File: src/rtl/fp_mul_pkg.sv
// Shared types and helpers for the pipelined IEEE-754 multiplier.
// Operand classes, flag bit positions, bias and canonical qNaN.
package fp_mul_pkg;

  typedef enum logic [2:0] {
    ZERO,
    NORM,
    INF,
    QNAN,
    SNAN
  } fp_class_e;

  // Positions within the 4-bit flag word {invalid, overflow, underflow, inexact}
  localparam int FLAG_NV = 3;
  localparam int FLAG_OF = 2;
  localparam int FLAG_UF = 1;
  localparam int FLAG_NX = 0;

  function automatic int fp_bias(input int exp_w);
    return (1 << (exp_w - 1)) - 1;
  endfunction

  // {0, all-ones exponent, 1 followed by zeros}, right-aligned in 64 bits
  function automatic logic [63:0] fp_qnan(input int exp_w, input int man_w);
    logic [63:0] r;
    r = ((64'd1 << exp_w) - 64'd1) << man_w;
    r = r | (64'd1 << (man_w - 1));
    return r;
  endfunction

endpackage

File: src/rtl/fp_unpack.sv
// Splits one operand into sign, exponent, significand (hidden bit) and class.
// Ports: op_i operand; sign_o, exp_o, sig_o, cls_o. Subnormals read as zero.
module fp_unpack import fp_mul_pkg::*; #(
  parameter int EXP_W = 8,
  parameter int MAN_W = 23
) (
  input  logic [EXP_W+MAN_W:0] op_i,
  output logic                 sign_o,
  output logic [EXP_W-1:0]     exp_o,
  output logic [MAN_W:0]       sig_o,
  output fp_class_e            cls_o
);

  logic [EXP_W-1:0] e;
  logic [MAN_W-1:0] f;

  assign sign_o = op_i[EXP_W+MAN_W];
  assign e      = op_i[EXP_W+MAN_W-1:MAN_W];
  assign f      = op_i[MAN_W-1:0];

  always_comb begin
    cls_o = NORM;
    exp_o = e;
    sig_o = {1'b1, f};
    if (e == '0) begin
      // flush-to-zero covers true zero and subnormal alike
      cls_o = ZERO;
      exp_o = '0;
      sig_o = '0;
    end else if (&e) begin
      if (f == '0)
        cls_o = INF;
      else if (f[MAN_W-1])
        cls_o = QNAN;
      else
        cls_o = SNAN;
    end
  end

endmodule

File: src/rtl/fp_mul_pipe.sv
// 3-stage IEEE-754 multiplier, FTZ, valid/ready with global advance enable.
// Ports: clk, rst, in_valid/in_ready/in_a/in_b, out_valid/out_ready/out_result/out_flags.
// FP_MUL_RNE_EN: defined -> round-nearest-even; undefined -> truncate, saturate.
module fp_mul_pipe import fp_mul_pkg::*; #(
  parameter int EXP_W = 8,
  parameter int MAN_W = 23
) (
  input  logic                 clk,
  input  logic                 rst,
  input  logic                 in_valid,
  output logic                 in_ready,
  input  logic [EXP_W+MAN_W:0] in_a,
  input  logic [EXP_W+MAN_W:0] in_b,
  output logic                 out_valid,
  input  logic                 out_ready,
  output logic [EXP_W+MAN_W:0] out_result,
  output logic [3:0]           out_flags
);

  localparam int W  = 1 + EXP_W + MAN_W;
  localparam int PW = 2 * (MAN_W + 1);
  localparam int EW = EXP_W + 2;

  localparam logic [EW-1:0] BIAS_C = EW'(fp_bias(EXP_W));
  localparam logic [W-1:0]  QNAN_C = W'(fp_qnan(EXP_W, MAN_W));
  localparam logic signed [EW-1:0] EMAX_C  = EW'((1 << EXP_W) - 1);
  localparam logic signed [EW-1:0] EZERO_C = '0;

  logic adv;

  // ---------------- S1: unpack, classify, exponent sum
  logic             ua_s, ub_s;
  logic [EXP_W-1:0] ua_e, ub_e;
  logic [MAN_W:0]   ua_m, ub_m;
  fp_class_e        ca, cb;

  fp_unpack #(.EXP_W(EXP_W), .MAN_W(MAN_W)) u_unp_a (
    .op_i  (in_a),
    .sign_o(ua_s),
    .exp_o (ua_e),
    .sig_o (ua_m),
    .cls_o (ca)
  );

  fp_unpack #(.EXP_W(EXP_W), .MAN_W(MAN_W)) u_unp_b (
    .op_i  (in_b),
    .sign_o(ub_s),
    .exp_o (ub_e),
    .sig_o (ub_m),
    .cls_o (cb)
  );

  logic                 s1_sign_d, s1_spec_d;
  logic [W-1:0]         s1_res_d;
  logic [3:0]           s1_flg_d;
  logic signed [EW-1:0] s1_exp_d;

  logic                 v1_q, s1_sign_q, s1_spec_q;
  logic [W-1:0]         s1_res_q;
  logic [3:0]           s1_flg_q;
  logic signed [EW-1:0] s1_exp_q;
  logic [MAN_W:0]       s1_sa_q, s1_sb_q;

  logic a_nan, b_nan, a_snan, b_snan;

  assign a_nan  = (ca == QNAN) || (ca == SNAN);
  assign b_nan  = (cb == QNAN) || (cb == SNAN);
  assign a_snan = (ca == SNAN);
  assign b_snan = (cb == SNAN);

  // Special results resolve here and ride the pipe beside the datapath
  always_comb begin
    s1_sign_d = ua_s ^ ub_s;
    s1_spec_d = 1'b1;
    s1_res_d  = QNAN_C;
    s1_flg_d  = '0;
    if (a_nan || b_nan) begin
      s1_flg_d[FLAG_NV] = a_snan || b_snan;
    end else if ((ca == INF && cb == ZERO) ||
                 (ca == ZERO && cb == INF)) begin
      s1_flg_d[FLAG_NV] = 1'b1;
    end else if (ca == INF || cb == INF) begin
      s1_res_d = {s1_sign_d, {EXP_W{1'b1}}, {MAN_W{1'b0}}};
    end else if (ca == ZERO || cb == ZERO) begin
      s1_res_d = {s1_sign_d, {(W-1){1'b0}}};
    end else begin
      s1_spec_d = 1'b0;
    end
    s1_exp_d = EW'(ua_e) + EW'(ub_e) - BIAS_C;
  end

  // ---------------- S2: significand product
  logic [PW-1:0] s2_prod_d;

  logic                 v2_q, s2_sign_q, s2_spec_q;
  logic [W-1:0]         s2_res_q;
  logic [3:0]           s2_flg_q;
  logic signed [EW-1:0] s2_exp_q;
  logic [PW-1:0]        s2_prod_q;

  assign s2_prod_d = PW'(s1_sa_q) * PW'(s1_sb_q);

  // ---------------- S3: normalise, round, pack, flags
  logic [PW-1:0]        norm;
  logic                 unused_hid;
  logic signed [EW-1:0] e_n, e_r;
  logic [MAN_W-1:0]     frac, fr;
  logic                 g, rb, st, nx;
  logic [W-1:0]         res_d;
  logic [3:0]           flg_d;

`ifdef FP_MUL_RNE_EN
  logic           up;
  logic [MAN_W:0] rnd;
`endif

  assign unused_hid = norm[PW-1];

  always_comb begin
    // product lies in [1,4): align so the hidden bit sits at the top
    norm = s2_prod_q[PW-1] ? s2_prod_q : (s2_prod_q << 1);
    e_n  = s2_exp_q + EW'(s2_prod_q[PW-1]);
    frac = norm[PW-2:MAN_W+1];
    g    = norm[MAN_W];
    rb   = norm[MAN_W-1];
    st   = |norm[MAN_W-2:0];
    nx   = g | rb | st;
`ifdef FP_MUL_RNE_EN
    up  = g & (rb | st | frac[0]);
    rnd = {1'b0, frac} + {{MAN_W{1'b0}}, up};
    // carry-out leaves rnd[MAN_W-1:0] all zero, i.e. fraction 0
    fr  = rnd[MAN_W-1:0];
    e_r = e_n + EW'(rnd[MAN_W]);
`else
    fr  = frac;
    e_r = e_n;
`endif
    res_d = {s2_sign_q, e_r[EXP_W-1:0], fr};
    flg_d = '0;
    flg_d[FLAG_NX] = nx;
    if (s2_spec_q) begin
      res_d = s2_res_q;
      flg_d = s2_flg_q;
    end else if (e_r >= EMAX_C) begin
`ifdef FP_MUL_RNE_EN
      res_d = {s2_sign_q, {EXP_W{1'b1}}, {MAN_W{1'b0}}};
`else
      res_d = {s2_sign_q, {(EXP_W-1){1'b1}}, 1'b0, {MAN_W{1'b1}}};
`endif
      flg_d = '0;
      flg_d[FLAG_OF] = 1'b1;
      flg_d[FLAG_NX] = 1'b1;
    end else if (e_r <= EZERO_C) begin
      res_d = {s2_sign_q, {(W-1){1'b0}}};
      flg_d = '0;
      flg_d[FLAG_UF] = 1'b1;
      flg_d[FLAG_NX] = 1'b1;
    end
  end

  // ---------------- handshake and registers
  logic         ov_q;
  logic [W-1:0] res_q;
  logic [3:0]   flg_q;

  assign adv        = !ov_q || out_ready;
  assign in_ready   = adv;
  assign out_valid  = ov_q;
  assign out_result = res_q;
  assign out_flags  = flg_q;

  always_ff @(posedge clk or posedge rst) begin
    if (rst) begin
      v1_q      <= 1'b0;
      s1_sign_q <= 1'b0;
      s1_spec_q <= 1'b0;
      s1_res_q  <= '0;
      s1_flg_q  <= '0;
      s1_exp_q  <= '0;
      s1_sa_q   <= '0;
      s1_sb_q   <= '0;
      v2_q      <= 1'b0;
      s2_sign_q <= 1'b0;
      s2_spec_q <= 1'b0;
      s2_res_q  <= '0;
      s2_flg_q  <= '0;
      s2_exp_q  <= '0;
      s2_prod_q <= '0;
      ov_q      <= 1'b0;
      res_q     <= '0;
      flg_q     <= '0;
    end else if (adv) begin
      v1_q      <= in_valid;
      s1_sign_q <= s1_sign_d;
      s1_spec_q <= s1_spec_d;
      s1_res_q  <= s1_res_d;
      s1_flg_q  <= s1_flg_d;
      s1_exp_q  <= s1_exp_d;
      s1_sa_q   <= ua_m;
      s1_sb_q   <= ub_m;
      v2_q      <= v1_q;
      s2_sign_q <= s1_sign_q;
      s2_spec_q <= s1_spec_q;
      s2_res_q  <= s1_res_q;
      s2_flg_q  <= s1_flg_q;
      s2_exp_q  <= s1_exp_q;
      s2_prod_q <= s2_prod_d;
      ov_q      <= v2_q;
      res_q     <= res_d;
      flg_q     <= flg_d;
    end
  end

endmodule

File: config.mk
export PLATFORM = sky130hd
export DESIGN_NAME = fp_mul_pipe
export DESIGN_NICKNAME = d
export VERILOG_FILES = /design/src/rtl/fp_mul_pkg.sv /design/src/rtl/fp_unpack.sv /design/src/rtl/fp_mul_pipe.sv
export SDC_FILE = /design/constraint.sdc
export NUM_CORES = 2
export LEC_CHECK = 0
export CAP_MARGIN = 20
export CORE_ASPECT_RATIO = 1.5
export CORE_MARGIN = 3
export CORE_UTILIZATION = 40
export DETAILED_ROUTE_END_ITERATION = 10
export REMOVE_ABC_BUFFERS = 1
export SYNTH_ARGS = -nofsm -noshare
export SYNTH_HDL_FRONTEND = slang
export SYNTH_SLANG_ARGS = --single-unit
File: constraint.sdc
create_clock -name clk -period 7.7 [get_ports clk]
set_input_delay 1.54 -clock clk [delete_from_list [all_inputs] [get_ports clk]]
set_output_delay 1.54 -clock clk [all_outputs]
set_load 0.01 [all_outputs]
; ---- Yosys cells after proc, flatten, opt, wreduce, memory -nomap -nowiden
; Cells that the tools add are included.
[word_totals]
register_bits = 225
in_bits = 68
out_inout_bits = 38
[op_classes]
n_addsub = 3
n_mul = 1
n_lt_le_gt_ge = 2
eq_ne = 6
mux = 29
bitwise = 3
reduce_logical = 20
[ops]
columns = cell, n
row1 = 2-to-1 mux 32 bit, 5
row2 = 2-to-1 mux 31 bit, 2
row3 = multiplier 24 x 24 -> 48 bit, 1
row4 = 2-to-1 mux 24 bit, 2
row5 = 2-to-1 mux 47 bit, 1
row6 = logical NOT 23 bit, 2
row7 = 2-to-1 mux 3 bit, 9
row8 = OR reduction 22 bit, 1
row9 = logical NOT 8 bit, 2
row10 = 2-to-1 mux 8 bit, 2
row11 = AND reduction 8 bit, 2
row12 = "== test 3 x 2 -> 1 bit, second input constant", 4
row13 = adder 10 x 1 -> 10 bit, 1
row14 = ">= comparator 10 x 9 -> 1 bit, second input constant", 1
row15 = "less-or-equal comparator 10 x 1 -> 1 bit, second input constant", 1
row16 = "subtractor 9 x 7 -> 10 bit, second input constant", 1
row17 = adder 8 x 8 -> 9 bit, 1
row18 = logical OR 1 bit, 8
row19 = "== test 3 bit, second input constant", 2
row20 = logical NOT 3 bit, 2
row21 = 2-to-1 mux 1 bit, 6
row22 = 2-to-1 mux 4 bit, 1
row23 = logical AND 1 bit, 2
row24 = 2-to-1 mux 2 bit, 1
row25 = 3 further kinds, 4

; ---- Logic depth before layout (Yosys ltp)
[logic_depth]
depth_word = 10
mapped_depth = 26
ltp_nobuf = 24

; ---- By module
; A second synthesis with hierarchy kept.
[hier_totals]
cells_unflattened = 3085
hier_area_um2 = 27039.7
[modules_own_cells]
columns = module, instances, cells_per_inst, area_per_inst_um2, seq_area_each_um2
row1 = fp_mul_pipe, 1, 2983, 26419.1, 4179.0
row2 = fp_unpack, 2, 51, 310.3, 0.0

; ---- Worst setup path before layout
; Ideal clock, no wire load.
[synth_path]
path_type = register -> register
startpoint = reg s1_sb_q[3]
endpoint = reg s2_prod_q[46]
arrival_ns = 6.572
required_time_ns = 7.580
path_slack_ns = 1.008
stages_incl_launch_ff = 27
n_path_buf = 2
synth_period_minus_slack_ns = 6.692
path_cell_list = dfrtp_1 clkbuf_1 clkbuf_1 nand2_1 fa_1 inv_1 fa_1 inv_1 fa_1 inv_1 fa_1 inv_1 fa_1 inv_1 fa_1 inv_1 fa_1 inv_1 ha_1 inv_1 a2111oi_4 a221oi_2 nor4_2 o211ai_2 a2111o_1 a21o_1 o211a_1
[synth_via]
elab_chain_len = 1
[synth_lines]
columns = element, line_no
row1 = start: declaration, fp_mul_pipe.sv:62  ; logic [MAN_W:0] s1_sa_q, s1_sb_q;
row2 = start signal: assignment, fp_mul_pipe.sv:200  ; s1_sb_q <= ub_m;
row3 = multiplier 24 x 24 -> 48 bit, fp_mul_pipe.sv:101  ; assign s2_prod_d = PW'(s1_sa_q) * PW'(s1_sb_q);
row4 = end signal: assignment, fp_mul_pipe.sv:207  ; s2_prod_q <= s2_prod_d;
row5 = end: declaration, fp_mul_pipe.sv:99  ; logic [PW-1:0] s2_prod_q;
; Every way passes these cells.
; A chain may end at the register's enable or synchronous reset.

; ---- Worst setup path after layout
[layout_path]
startpoint = reg s1_sa_q[9]
endpoint = reg s2_prod_q[40]
[layout_via]
elab_chain_len = 1
[layout_lines]
columns = element, line_no
row1 = start: declaration, fp_mul_pipe.sv:62
row2 = start signal: assignment, fp_mul_pipe.sv:199  ; s1_sa_q <= ua_m;
row3 = multiplier 24 x 24 -> 48 bit, fp_mul_pipe.sv:101
; Every way passes these cells.

==> flow_summary.ini <==
[min_path]
hp-start = s1_exp_q[1]
min_path_type = reg -> reg

[sta]
slew_headroom = 0.3262
fmax_ghz = 0.1358
maxSlewViolCount = 0
setup_violations = 0
fin_hold_ws_ns = 0.4708
rsz0062_at_grt = false
tightest_slew_ns = 1.001
fin_crit_ns = 7.363
clock_skew_ns = 0.01429
hold_viol = 0
finalCritPeriodShare = 0.9563

[final_layout]
fin_nets = 3776
areaGrowthSynthToFinish_pct = 10.12
final_util = 0.4476
drive_gt1_frac = 0.05350
stdcell_area_mm2 = 0.02950
n_antenna_cell = 0

[global_routing]
grt_pass1_vias = 21850
grt_use_total = 0.2231
grt_pass1_wl_um = 120600
grt_max_degree = 166
gr-total-overflow = 0
antenna_found_initial = 0

[logic_synthesis]
synth_area_mm2 = 0.02679
synth_top_area_frac = 0.3610
synth_top_flop_cell = dfrtp_1
synth_edf_count = 0
yosys.area.top_type = fa_1
syn_area_per_cell_um2 = 8.920
seq_area_frac_synth = 0.1560
yosysWarnings = 0
synthArstFlopShare = 1.000
ys_top_cells_by_area = fa_1 36%, dfrtp_1 16%, ha_1 8.9%
synthCells = 3003
netlist_top_cells_count = 571 x inv_1, 533 x nand2_1, 483 x fa_1, 287 x and2_1, 191 x ha_1
yosys_register_bits = 167
yosys.cell_count.top_type = inv_1
synth.distinct_cells = 84

[worst_setup_path]
r2r_cells = 22
cp-startpoint = s1_sa_q[9]
slowest_delay_ns = 0.59
slowest_stage = fa_1
cp-start-kind = flip-flop
endpoint = s2_prod_q[40]
crit_arrival_ns = 7.68
path_cells = buf_4, and2_1, fa_1, inv_1, fa_1, inv_1, fa_1, fa_1, fa_1, fa_1, inv_1, fa_1, inv_1, ha_1, a21oi_1, o21ai_0, a31oi_1, o21ai_0, a21oi_4, a211oi_1, a2111oi_0, nor3_1
cp_common_cell = fa_1
cp_top_family = adder cells
rrSetupSlack_ns = 0.34
critPathMaxFanout = 14
critPathRequiredTime_ns = 8.02
reg2reg_to = s2_prod_q[40]
cp_num_cells = 22
r2r-start = s1_sa_q[9]
path_class = reg -> reg
worst-path-buf-inv = 5
worst_setup_path_end_kind = flip-flop

[clock_network]
numCtsBuffers = 17
cts_tree = yes
htree_levels = 4
clockBufferDepth = 2
clock-root-buffer = clkbuf_16
cts_sinks = 167
path_clk_slew_ns = 0.07
postCtsSetupBuffers = 0
worstSkewPairLatency_ns = 0.46

[routing]
vias = 20104
wl_um = 75880
vias_per_cell = 5.123
wl_per_cell_um = 19.34
antenna_left = 0
first_pass_iters = 5
first_iter_violations = 1003
drc = 0

[job]
maxCapViolCount = 0

[floorplanning]
die_y_um = 322.9
die_area_mm2 = 0.07017
die_w_um = 217.3
initial_core_util = 0.4065
coreArea_mm2 = 0.06590
num_rows = 115
io_pins = 106

[status]
status = complete, no violations

[place]
gp_congestion = 0.9194
place_area_mm2 = 0.02890
hpwl_um = 62430
io_buffers = 105
[placed cells by master (no fill, tap or decap), types with 18 or more instances in the layout]
master and count:
nand3_1 18, mux2i_1 25, nand2_1 533, and2_1 287
o21ai_0 96, buf_4 84, a211o_1 27, clkdlybuf4s50_1 105
fa_1 483, nor4_1 21, ha_1 191, a21oi_1 78
inv_1 570, dfrtp_1 159, nor2_1 88, xnor2_1 30
a21o_1 18
[worst min path at each step]
| stage | cells after the start | endpoint |
|---|---|---|
| after floorplan | 2 | v2_q |
| after global placement | 2 | s2_sign_q |
| after detailed placement | 2 | s2_prod_q[5] |
| after CTS | 2 | s2_prod_q[5] |
| after global routing | 2 | s1_exp_q[1] |
| final | 2 | s1_exp_q[1] |
[tightest hold or removal path, stage by stage, from the launching register on]
cell and delay, ns:
dfrtp_1 0.34, nand2_1 0.05, nand2_1 0.05
[stage by stage]
stage	setup WS [ns]	cells	setup TNS, ns
CTS	0.2444	3924	0
global route	0.005178	3924	0
global placement	0.3689	3892	0
floorplan	-3.957	2823	-370.76
detailed placement	0.2814	3892	0
finish	0.3367	3924	0
[kinds of logic after synthesis]
logic type,share of synthesized area
AND/OR/NAND/NOR,0.1815
buffers and inverters,0.1079
adder cells (fa/ha/maj),0.4502
AO/OA/AOI/OAI,0.07894
flip-flops,0.1560
XOR/XNOR,0.01565
multiplexers,0.009763
[registers in the layout, summed over array words and instances (netlist names), 3 cells and up]
name,count
s1_sb_q,24
s1_res_q,3
out_flags,4
s2_prod_q,48
s2_res_q,3
s1_sa_q,24
s1_exp_q,10
s2_exp_q,10
out_result,32
[area by class of cell]
cell class | count | area (um2)
clock inverters | 13 | 128.9
clock buffers | 19 | 452.9
well taps | 877 | 1097
flip-flops and latches | 167 | 4189
repair buffers | 192 | 1742
fillers | 6588 | 36400
inverters | 572 | 2155
multi-input cells | 2084 | 19730
[timing repair]
| action | in CTS | in global routing |
|---|---|---|
| gates resized for setup | 0 | 8 |
| endpoints found under the setup margin | 0 | 3 |
| hold buffers | 0 | 0 |
[per-layer routing]
metal,routed length [um],global-route usage
met1,28480,0.2546
met2,40920,0.4193
met3,3212,0.03092
met4,3259,0.08805
met5,0,0
Power is left out: the tool's default activity adds up to more than one toggle a clock period on the data nets, which glitch-free logic cannot reach.
